--- config.mk ---
export PLATFORM = sky130hd
export DESIGN_NAME = count_sequencer
export DESIGN_NICKNAME = d
export VERILOG_FILES = /design/src/rtl/counter_pkg.sv /design/src/rtl/tick_prescaler.sv /design/src/rtl/count_sequencer.sv
export SDC_FILE = /design/constraint.sdc
export NUM_CORES = 1
export LEC_CHECK = 0
export ABC_CLOCK_PERIOD_IN_PS = 2300
export CAP_MARGIN = 20
export CORE_ASPECT_RATIO = 1.4
export CORE_MARGIN = 2
export CORE_UTILIZATION = 54
export CTS_BUF_LIST = sky130_fd_sc_hd__clkbuf_4
export CTS_CLUSTER_SIZE = 14
export DETAILED_ROUTE_END_ITERATION = 16
export PLACE_DENSITY_LB_ADDON = 0.12
export SYNTH_ARGS = -nofsm -noshare
export SYNTH_HDL_FRONTEND = slang
export SYNTH_SLANG_ARGS = --single-unit
--- constraint.sdc ---
create_clock -name clk -period 2.3 [get_ports clk]
set_input_delay 0.23 -clock clk [delete_from_list [all_inputs] [get_ports clk]]
set_output_delay 0.23 -clock clk [all_outputs]
set_load 0.005 [all_outputs]
--- src/rtl/counter_pkg.sv ---
// Shared encodings for the counter datapath: sequencer states and count direction.
package counter_pkg;

  typedef enum logic [1:0] {
    ST_IDLE  = 2'd0,
    ST_RUN   = 2'd1,
    ST_PAUSE = 2'd2,
    ST_DONE  = 2'd3
  } state_t;

  localparam logic DIR_UP   = 1'b0;
  localparam logic DIR_DOWN = 1'b1;

endpackage

--- src/rtl/tick_prescaler.sv ---
// Divides the run clock: tick fires once every (div+1) enabled, non-held cycles.
module tick_prescaler #(
  parameter int PRESC_W = 4
) (
  input  logic               clk,
  input  logic               rst,
  input  logic               en,
  input  logic               hold,
  input  logic [PRESC_W-1:0] div,
  output logic               tick
);

  logic [PRESC_W-1:0] presc_reg;

  assign tick = en && !hold && (presc_reg == div);

  // Disabled clears, hold freezes so a paused count resumes mid-period.
  always_ff @(posedge clk or posedge rst) begin
    if (rst) begin
      presc_reg <= '0;
    end else if (!en) begin
      presc_reg <= '0;
    end else if (!hold) begin
      if (tick) presc_reg <= '0;
      else      presc_reg <= presc_reg + PRESC_W'(1);
    end
  end

endmodule

--- src/rtl/count_sequencer.sv ---
// Run-control sequencer: config handshake, start/stop/clear FSM and the count register.
module count_sequencer
  import counter_pkg::*;
#(
  parameter int WIDTH   = 4,
  parameter int PRESC_W = 4
) (
  input  logic               clk,
  input  logic               rst,
  input  logic               cfg_valid,
  output logic               cfg_ready,
  input  logic [WIDTH-1:0]   cfg_limit,
  input  logic               cfg_down,
  input  logic [PRESC_W-1:0] cfg_div,
  input  logic               cfg_reload,
  input  logic               start,
  input  logic               stop,
  input  logic               clear,
  output logic [WIDTH-1:0]   count,
  output logic               tick,
  output logic               wrap,
  output logic               done,
  output logic               busy
);

  localparam logic [WIDTH-1:0] ONE = WIDTH'(1);

  state_t             state_reg, state_next;
  logic [WIDTH-1:0]   count_reg, count_next;
  logic [WIDTH-1:0]   limit_reg, limit_next;
  logic               down_reg, down_next;
  logic               reload_reg, reload_next;
  logic [PRESC_W-1:0] div_reg, div_next;
  logic               busy_reg, busy_next;
  logic               ready_reg, ready_next;

  logic               cfg_accept;
  logic [WIDTH-1:0]   new_start;
  logic [WIDTH-1:0]   term_val;
  logic               at_term;
  logic               go;
  logic               presc_en;
  logic               presc_hold;
  logic               presc_tick;

  // stop in the RUN cycle itself freezes the prescaler so no step slips through.
  assign presc_en   = ((state_reg == ST_RUN) || (state_reg == ST_PAUSE)) && !clear;
  assign presc_hold = (state_reg == ST_PAUSE) || stop;

  tick_prescaler #(.PRESC_W(PRESC_W)) u_presc (
    .clk  (clk),
    .rst  (rst),
    .en   (presc_en),
    .hold (presc_hold),
    .div  (div_reg),
    .tick (presc_tick)
  );

  assign count     = count_reg;
  assign busy      = busy_reg;
  assign cfg_ready = ready_reg;
  assign tick      = presc_tick;
  assign wrap      = presc_tick && at_term && reload_reg;
  assign done      = presc_tick && at_term && !reload_reg;

  always_comb begin
    cfg_accept  = cfg_valid && ready_reg;
    limit_next  = cfg_accept ? cfg_limit  : limit_reg;
    down_next   = cfg_accept ? cfg_down   : down_reg;
    div_next    = cfg_accept ? cfg_div    : div_reg;
    reload_next = cfg_accept ? cfg_reload : reload_reg;
    // Start value of whichever config is in force after this edge.
    new_start   = (down_next == DIR_UP) ? '0 : limit_next;
    term_val    = (down_reg == DIR_DOWN) ? '0 : limit_reg;
    at_term     = (count_reg == term_val);
    go          = start && !stop;

    state_next = state_reg;
    count_next = count_reg;

    if (clear) begin
      state_next = ST_IDLE;
      count_next = new_start;
    end else begin
      case (state_reg)
        ST_IDLE, ST_DONE: begin
          if (go) state_next = ST_RUN;
          if (go || cfg_accept) count_next = new_start;
        end
        ST_RUN: begin
          if (stop) begin
            state_next = ST_PAUSE;
          end else if (presc_tick) begin
            if (!at_term) begin
              count_next = (down_reg == DIR_DOWN) ? count_reg - ONE : count_reg + ONE;
            end else if (reload_reg) begin
              count_next = (down_reg == DIR_DOWN) ? limit_reg : '0;
            end else begin
              state_next = ST_DONE;
            end
          end
        end
        ST_PAUSE: begin
          if (go) state_next = ST_RUN;
        end
        default: state_next = ST_IDLE;
      endcase
    end

    busy_next  = (state_next == ST_RUN)  || (state_next == ST_PAUSE);
    ready_next = (state_next == ST_IDLE) || (state_next == ST_DONE);
  end

  always_ff @(posedge clk or posedge rst) begin
    if (rst) begin
      state_reg  <= ST_IDLE;
      count_reg  <= '0;
      limit_reg  <= '1;
      down_reg   <= DIR_UP;
      div_reg    <= '0;
      reload_reg <= 1'b0;
      busy_reg   <= 1'b0;
      ready_reg  <= 1'b1;
    end else begin
      state_reg  <= state_next;
      count_reg  <= count_next;
      limit_reg  <= limit_next;
      down_reg   <= down_next;
      div_reg    <= div_next;
      reload_reg <= reload_next;
      busy_reg   <= busy_next;
      ready_reg  <= ready_next;
    end
  end

endmodule
Yosys cells after proc, flatten, opt, wreduce, memory -nomap -nowiden --
Index checks and enable logic that the tools add are counted.
Operators by class: add/sub/neg operators 3, equal/unequal tests 13, multiplexer cells 23, reductions and logical operators 23
Operator list (number):
- $mux 4 | 14
- $mux 2 | 6
- $ne 3x3->1 const B | 3
- $add 4x1->4 const B | 2
- $eq 2x2->1 const B | 4
- $eq 4x4->1 | 2
- $logic_and 1x1->1 | 8
- $pmux 4 s2 | 1
- $logic_or 1x1->1 | 5
- $reduce_and 5->1 | 1
- $eq 2x1->1 const B | 2
- $logic_not 1->1 | 4
- $logic_not 2->1 | 2
- $ne 4x4->1 const B | 1
- $pmux 2 s2 | 1
- $sub 4x1->4 const B | 1
- $reduce_bool 3->1 | 1
- $reduce_or 3->1 | 1
- $ne 2x2->1 const B | 1
- $reduce_or 2->1 | 1
- $mux 1 | 1
Word-level totals: bits in registers 22, bits of input ports 16, output and inout port bits 9, word-level logic and storage cells 71

Depth between registers and ports, before layout --
depth after elaboration 11, depth in mapped cells 8, mapped depth without buffers 8

Cells and area by module --
Synthesis repeated with hierarchy kept, for this count alone.
Unflattened totals: cells, all modules 136, area, all modules 1468.9 um^2
Modules (own cells, without submodules):
- count_sequencer | times used 1, cells an instance 108, area each 1184.9 um^2
- tick_prescaler | times used 1, cells an instance 28, area each 284.0 um^2

Worst setup path after synthesis --
OpenSTA, ideal clock, no wires.
kind register to register, start reg state_reg[0], end reg ready_reg, in the netlist cfg_ready, data arrival time 1.918 ns, required time 2.215 ns, setup slack 0.297 ns, stages on the path, launching flop included 8, buffers on the path 0, period minus slack after synthesis 2.003 ns, cell sequence dfrtp_1 inv_1 ha_1 nor4_1 nand2_1 nor3_4 o31ai_2 mux2_1
Between the ends: word-level cells in the longest chain between the ends 11, elaborated cells on any way between the ends 21, those cells by class 4 x eq/ne; 7 x mux; 10 x reduce/logical
RTL lines:
- from (decl) | RTL line count_sequencer.sv:28 | state_t state_reg, state_next;
- from (signal assigned) | RTL line count_sequencer.sv:125 | state_reg <= state_next;
- $eq 2x1->1 or $eq 2x2->1 (tied branches) | RTL line count_sequencer.sv:47, count_sequencer.sv:85, count_sequencer.sv:48
- $logic_or 1x1->1, on equally long branches | RTL line count_sequencer.sv:47, count_sequencer.sv:48
- $logic_and 1x1->1 or $logic_not 1->1 (tied branches)
- $logic_and 1x1->1 (2 in a row) | RTL line tick_prescaler.sv:15 | assign tick = en && !hold && (presc_reg == div);
- $mux 2 | RTL line count_sequencer.sv:93 | end else if (presc_tick) begin
- $mux 2 | RTL line count_sequencer.sv:91 | if (stop) begin
- $pmux 2 s2 * | RTL line count_sequencer.sv:85 | case (state_reg)
- $mux 2 * | RTL line count_sequencer.sv:81 | if (clear) begin
- $eq 2x2->1 or $logic_not 2->1 (tied branches) | RTL line count_sequencer.sv:111 | ready_next = (state_next == ST_IDLE) || (state_next == ST_DONE);
- $logic_or 1x1->1 * | RTL line count_sequencer.sv:111
- via ready_next | RTL line count_sequencer.sv:35 | logic ready_reg, ready_next;
- to (signal assigned) | RTL line count_sequencer.sv:132 | ready_reg <= ready_next;
- to (decl) | RTL line count_sequencer.sv:35
The timed path passes the listed nets; every way through them passes the cells marked *. A chain may end at the register's enable or synchronous reset.

Final worst setup path --
start reg state_reg[0], end out done
Between the ends: word-level cells in the longest chain between the ends 7, elaborated cells on any way between the ends 10, those cells by class 2 x eq/ne; 8 x reduce/logical
RTL lines:
- $eq 2x1->1 or $eq 2x2->1 (tied branches) | RTL line count_sequencer.sv:47, count_sequencer.sv:48
- $logic_or 1x1->1, on equally long branches | RTL line count_sequencer.sv:47, count_sequencer.sv:48
- $logic_and 1x1->1 or $logic_not 1->1 (tied branches)
- $logic_and 1x1->1 * (2 in a row) | RTL line tick_prescaler.sv:15
- $logic_and 1x1->1 * (2 in a row) | RTL line count_sequencer.sv:64 | assign done = presc_tick && at_term && !reload_reg;
- to (decl) | RTL line count_sequencer.sv:22 | output logic done,
Every way passes the cells marked *; elsewhere a longest branch is shown, timed or not.

==> out/qor.tcl <==
set qor(crit_required_ns) 2.07
set qor(core.rowCount) 22
set qor(vias_per_cell) 5.44
set qor(synth_area_leaders) {sky130_fd_sc_hd__dfrtp_1, sky130_fd_sc_hd__dfstp_2, sky130_fd_sc_hd__mux2_2}
set qor(postSynthRegisterBits) 22
set qor(detailedPlacementHpwl_um) 2470
set qor(drtPass1Iterations) 4
set qor(max_freq_ghz) 0.448
set qor(wl_per_cell_um) 15.1
set qor(yosys.cell_types.count) 40
set qor(worst_r2r_path_depth) 6
set qor(synthesis.yosys.warnings) 0
set qor(netlist_instances) 137
set qor(synthTopCellsByCount) {sky130_fd_sc_hd__dfrtp_1, sky130_fd_sc_hd__nor2_1, sky130_fd_sc_hd__mux2_2}
set qor(via_count_of_the_first_global_routing_pass) 1271
set qor(dpl_worst_slack_ns) -0.00699
set qor(worst-r2r-setup-slack_ns) 0.13
set qor(cts.path.max_buffers) 2
set qor(grt.total_usage_pct) 24.3
set qor(async_reset_ff_share_pct) 100
set qor(fin_setup_tns_ns) 0
set qor(outcome) {finished, final reports clean}
set qor(netSwitchingFraction_pct) 32.6
set qor(core_area_um2) 2560
set qor(seq_area_frac_synth_pct) 39.2
set qor(cts.sinks) 22
set qor(p_leak_nw) 0.945
set qor(insertedDiodeCount) 0
set qor(num_vias) 1214
set qor(vdd.ir_drop.worst_mv) 0.598
set qor(numCtsBuffers) 3
set qor(synthDominantCellAreaShare_pct) 29.9
set qor(power_report.internal_total_w) 0.000982
set qor(number_of_buffers_inserted_by_hold_repair_at_cts) 0
set qor(worst-path-max-fanout) 3
set qor(gr-total-overflow) 0
set qor(final.period_utilization_pct) 97.0
set qor(maxCapViolations) 0
set qor(pwr-share-seq_pct) 36.9
set qor(clock-root-buffer) {sky130_fd_sc_hd__clkbuf_4}
set qor(relSlewSlack_pct) 45.5
set qor(grt_antenna_before_repair) 0
set qor(reg2reg_from) {limit_reg[0]}
set qor(floorplan.die.height_um) 64.7
set qor(grt_max_degree) 23
set qor(nNetsFinal) 211
set qor(cts-htree-levels) 1
set qor(gp_congestion) 0.848
set qor(setup.worst_path.start_class) {register}
set qor(combPwrFrac_pct) 42.9
set qor(post_synth_instance_area_um2) 1420
set qor(endpoint_kind) {output pin}
set qor(area_growth_syn_to_layout_pct) 38.6
set qor(worstSetupPathType) {reg -> out}
set qor(report.final.setup_viol) 0
set qor(timing.final.crit_period_ns) 2.23
set qor(finalWirelength_um) 3380
set qor(worstPathArrival_ns) 2.00
set qor(synth_edf_count) 0
set qor(effective_utilization_at_floorplan_pct) 55.5
set qor(drt_iter0_markers) 31
set qor(fin_ws_ns) 0.0689
set qor(syn_avg_cell_area_um2) 10.4
set qor(die_w_um) 47.4
set qor(min_path_type) {in -> async}
set qor(netSwitchingPower_w) 0.000474
set qor(floorplan.die_area_um2) 3060
set qor(timing.clock.skew_ns) 0.00484
set qor(timing.final.hold_violations) 0
set qor(drc_errors) 0
set qor(io_buffers) 24
set qor(floorplan.io_pins) 25
set qor(power.density_nw_per_um2) 739
set qor(synth_largest_area_cell) {sky130_fd_sc_hd__dfrtp_1}
set qor(worstMarginPinSlew_ns) 0.817
set qor(pwr-share-clk_pct) 20.2
set qor(cts.clk_slew.worst_paths_ns) 0.12
set qor(worstSkewPairLatency_ns) 0.31
set qor(mappedNetlistNets) 160
set qor(cts_tree) {yes}
set qor(drive_above_1_share_pct) 30.5
set qor(worstReg2RegEnd) {count[2]}
set qor(synth.most_common_cell) {sky130_fd_sc_hd__dfrtp_1}
set qor(antenna_violating_nets_post_route) 0
set qor(finalMaxSlewViolations) 0
set qor(first_pass_grt_wire_length_um) 5420
set qor(design_power_total_w) 0.00146
set qor(ys_dominant_reg_cell) {sky130_fd_sc_hd__dfrtp_1}
[critical path, stage by stage (launching register included)]
cell,delay (ns)
sky130_fd_sc_hd__dfrtp_1,0.41
sky130_fd_sc_hd__inv_2,0.10
sky130_fd_sc_hd__ha_4,0.22
sky130_fd_sc_hd__nor4_4,0.28
sky130_fd_sc_hd__nand2_1,0.11
sky130_fd_sc_hd__buf_4,0.16
sky130_fd_sc_hd__nor3_4,0.18
sky130_fd_sc_hd__clkdlybuf4s15_1,0.23
[per-layer routing]
layer | global-route usage (%) | share of wire (%)
met5 | 0 | 0
met4 | 6.94 | 1.0
met1 | 25.9 | 39
met3 | 2.51 | 2.3
met2 | 46.5 | 58
[metrics by stage]
stage	std cells	hold WS, ns	util, %	instance area, um^2
3_3_place_gp	206	0.486	69.2	1770
6_report	223	0.366	76.9	1970
4_1_cts	221	0.384	75.0	1920
5_1_grt	223	0.440	76.9	1970
3_5_place_dp	206	0.515	69.2	1770
2_1_floorplan	137	0.216	-	1420
[power groups by stage]
stage | Sequential [W] | Clock, W | Combinational (W)
global route | 0.000547 | 0.000315 | 0.000682
CTS | 0.000534 | 0.000301 | 0.000592
global placement | 0.000550 | 0 | 0.000508
detailed placement | 0.000555 | 0 | 0.000521
finish | 0.000536 | 0.000294 | 0.000624
floorplan | 0.000536 | 0 | 0.000359
[layout by cell type (no fill, tap or decap), drive strengths merged, types with 2 or more instances in the layout]
cell type / n
buf: 25
clkdlybuf4s50: 21
dfrtp: 17
mux2: 13
nor2: 12
nand2: 10
o21ai: 9
inv: 9
xor2: 7
ha: 6
nand2b: 5
mux2i: 5
dfstp: 5
a21oi: 4
a22oi: 4
clkbuf: 3
o31ai: 3
nor2b: 2
dlymetal6s2s: 2
nor4: 2
nor3: 2
a22o: 2
[area by class of cell]
cell class	count	area, um^2
multi-input combinational	103	846
tap	36	45.0
clock buffer	3	22.5
timing repair buffer	49	433
sequential	22	559
inverter	9	33.8
fill	208	591
clock inverter	1	30.0
[worst max-delay path by stage]
stage / slack (ns) / start / depth (start not counted) / endpoint
detailed placement: -0.007 / limit_reg[1] / 7 / count[3]
CTS: -0.07 / state_reg[0] / 8 / wrap
global placement: 0.10 / limit_reg[1] / 7 / count[3]
finish: 0.07 / state_reg[0] / 7 / done
floorplan: 0.30 / state_reg[0] / 7 / cfg_ready
global route: -0.02 / state_reg[0] / 7 / done
[logic make-up (layout without fill, tap and decap cells)]
kind of cell	after synthesis	count (layout)	share of synthesized area [%]
adder cells (fa/ha/maj)	7	7	6.69
buffers and inverters	12	62	4.22
XOR/XNOR	8	8	4.93
multiplexers	18	18	13.8
AO/OA/AOI/OAI	29	29	14.3
AND/OR/NAND/NOR	41	41	16.8
flip-flops	22	22	39.2
[what timing repair did]
| action | CTS | global route |
|---|---|---|
| pin swaps | 3 | 4 |
| resized for setup | 6 | 7 |
| gates cloned | 0 | 0 |
| endpoints found under the setup margin | 4 | 3 |
| buffers inserted | 11 | 2 |
No activity file was read; power rests on OpenSTA's default activity.
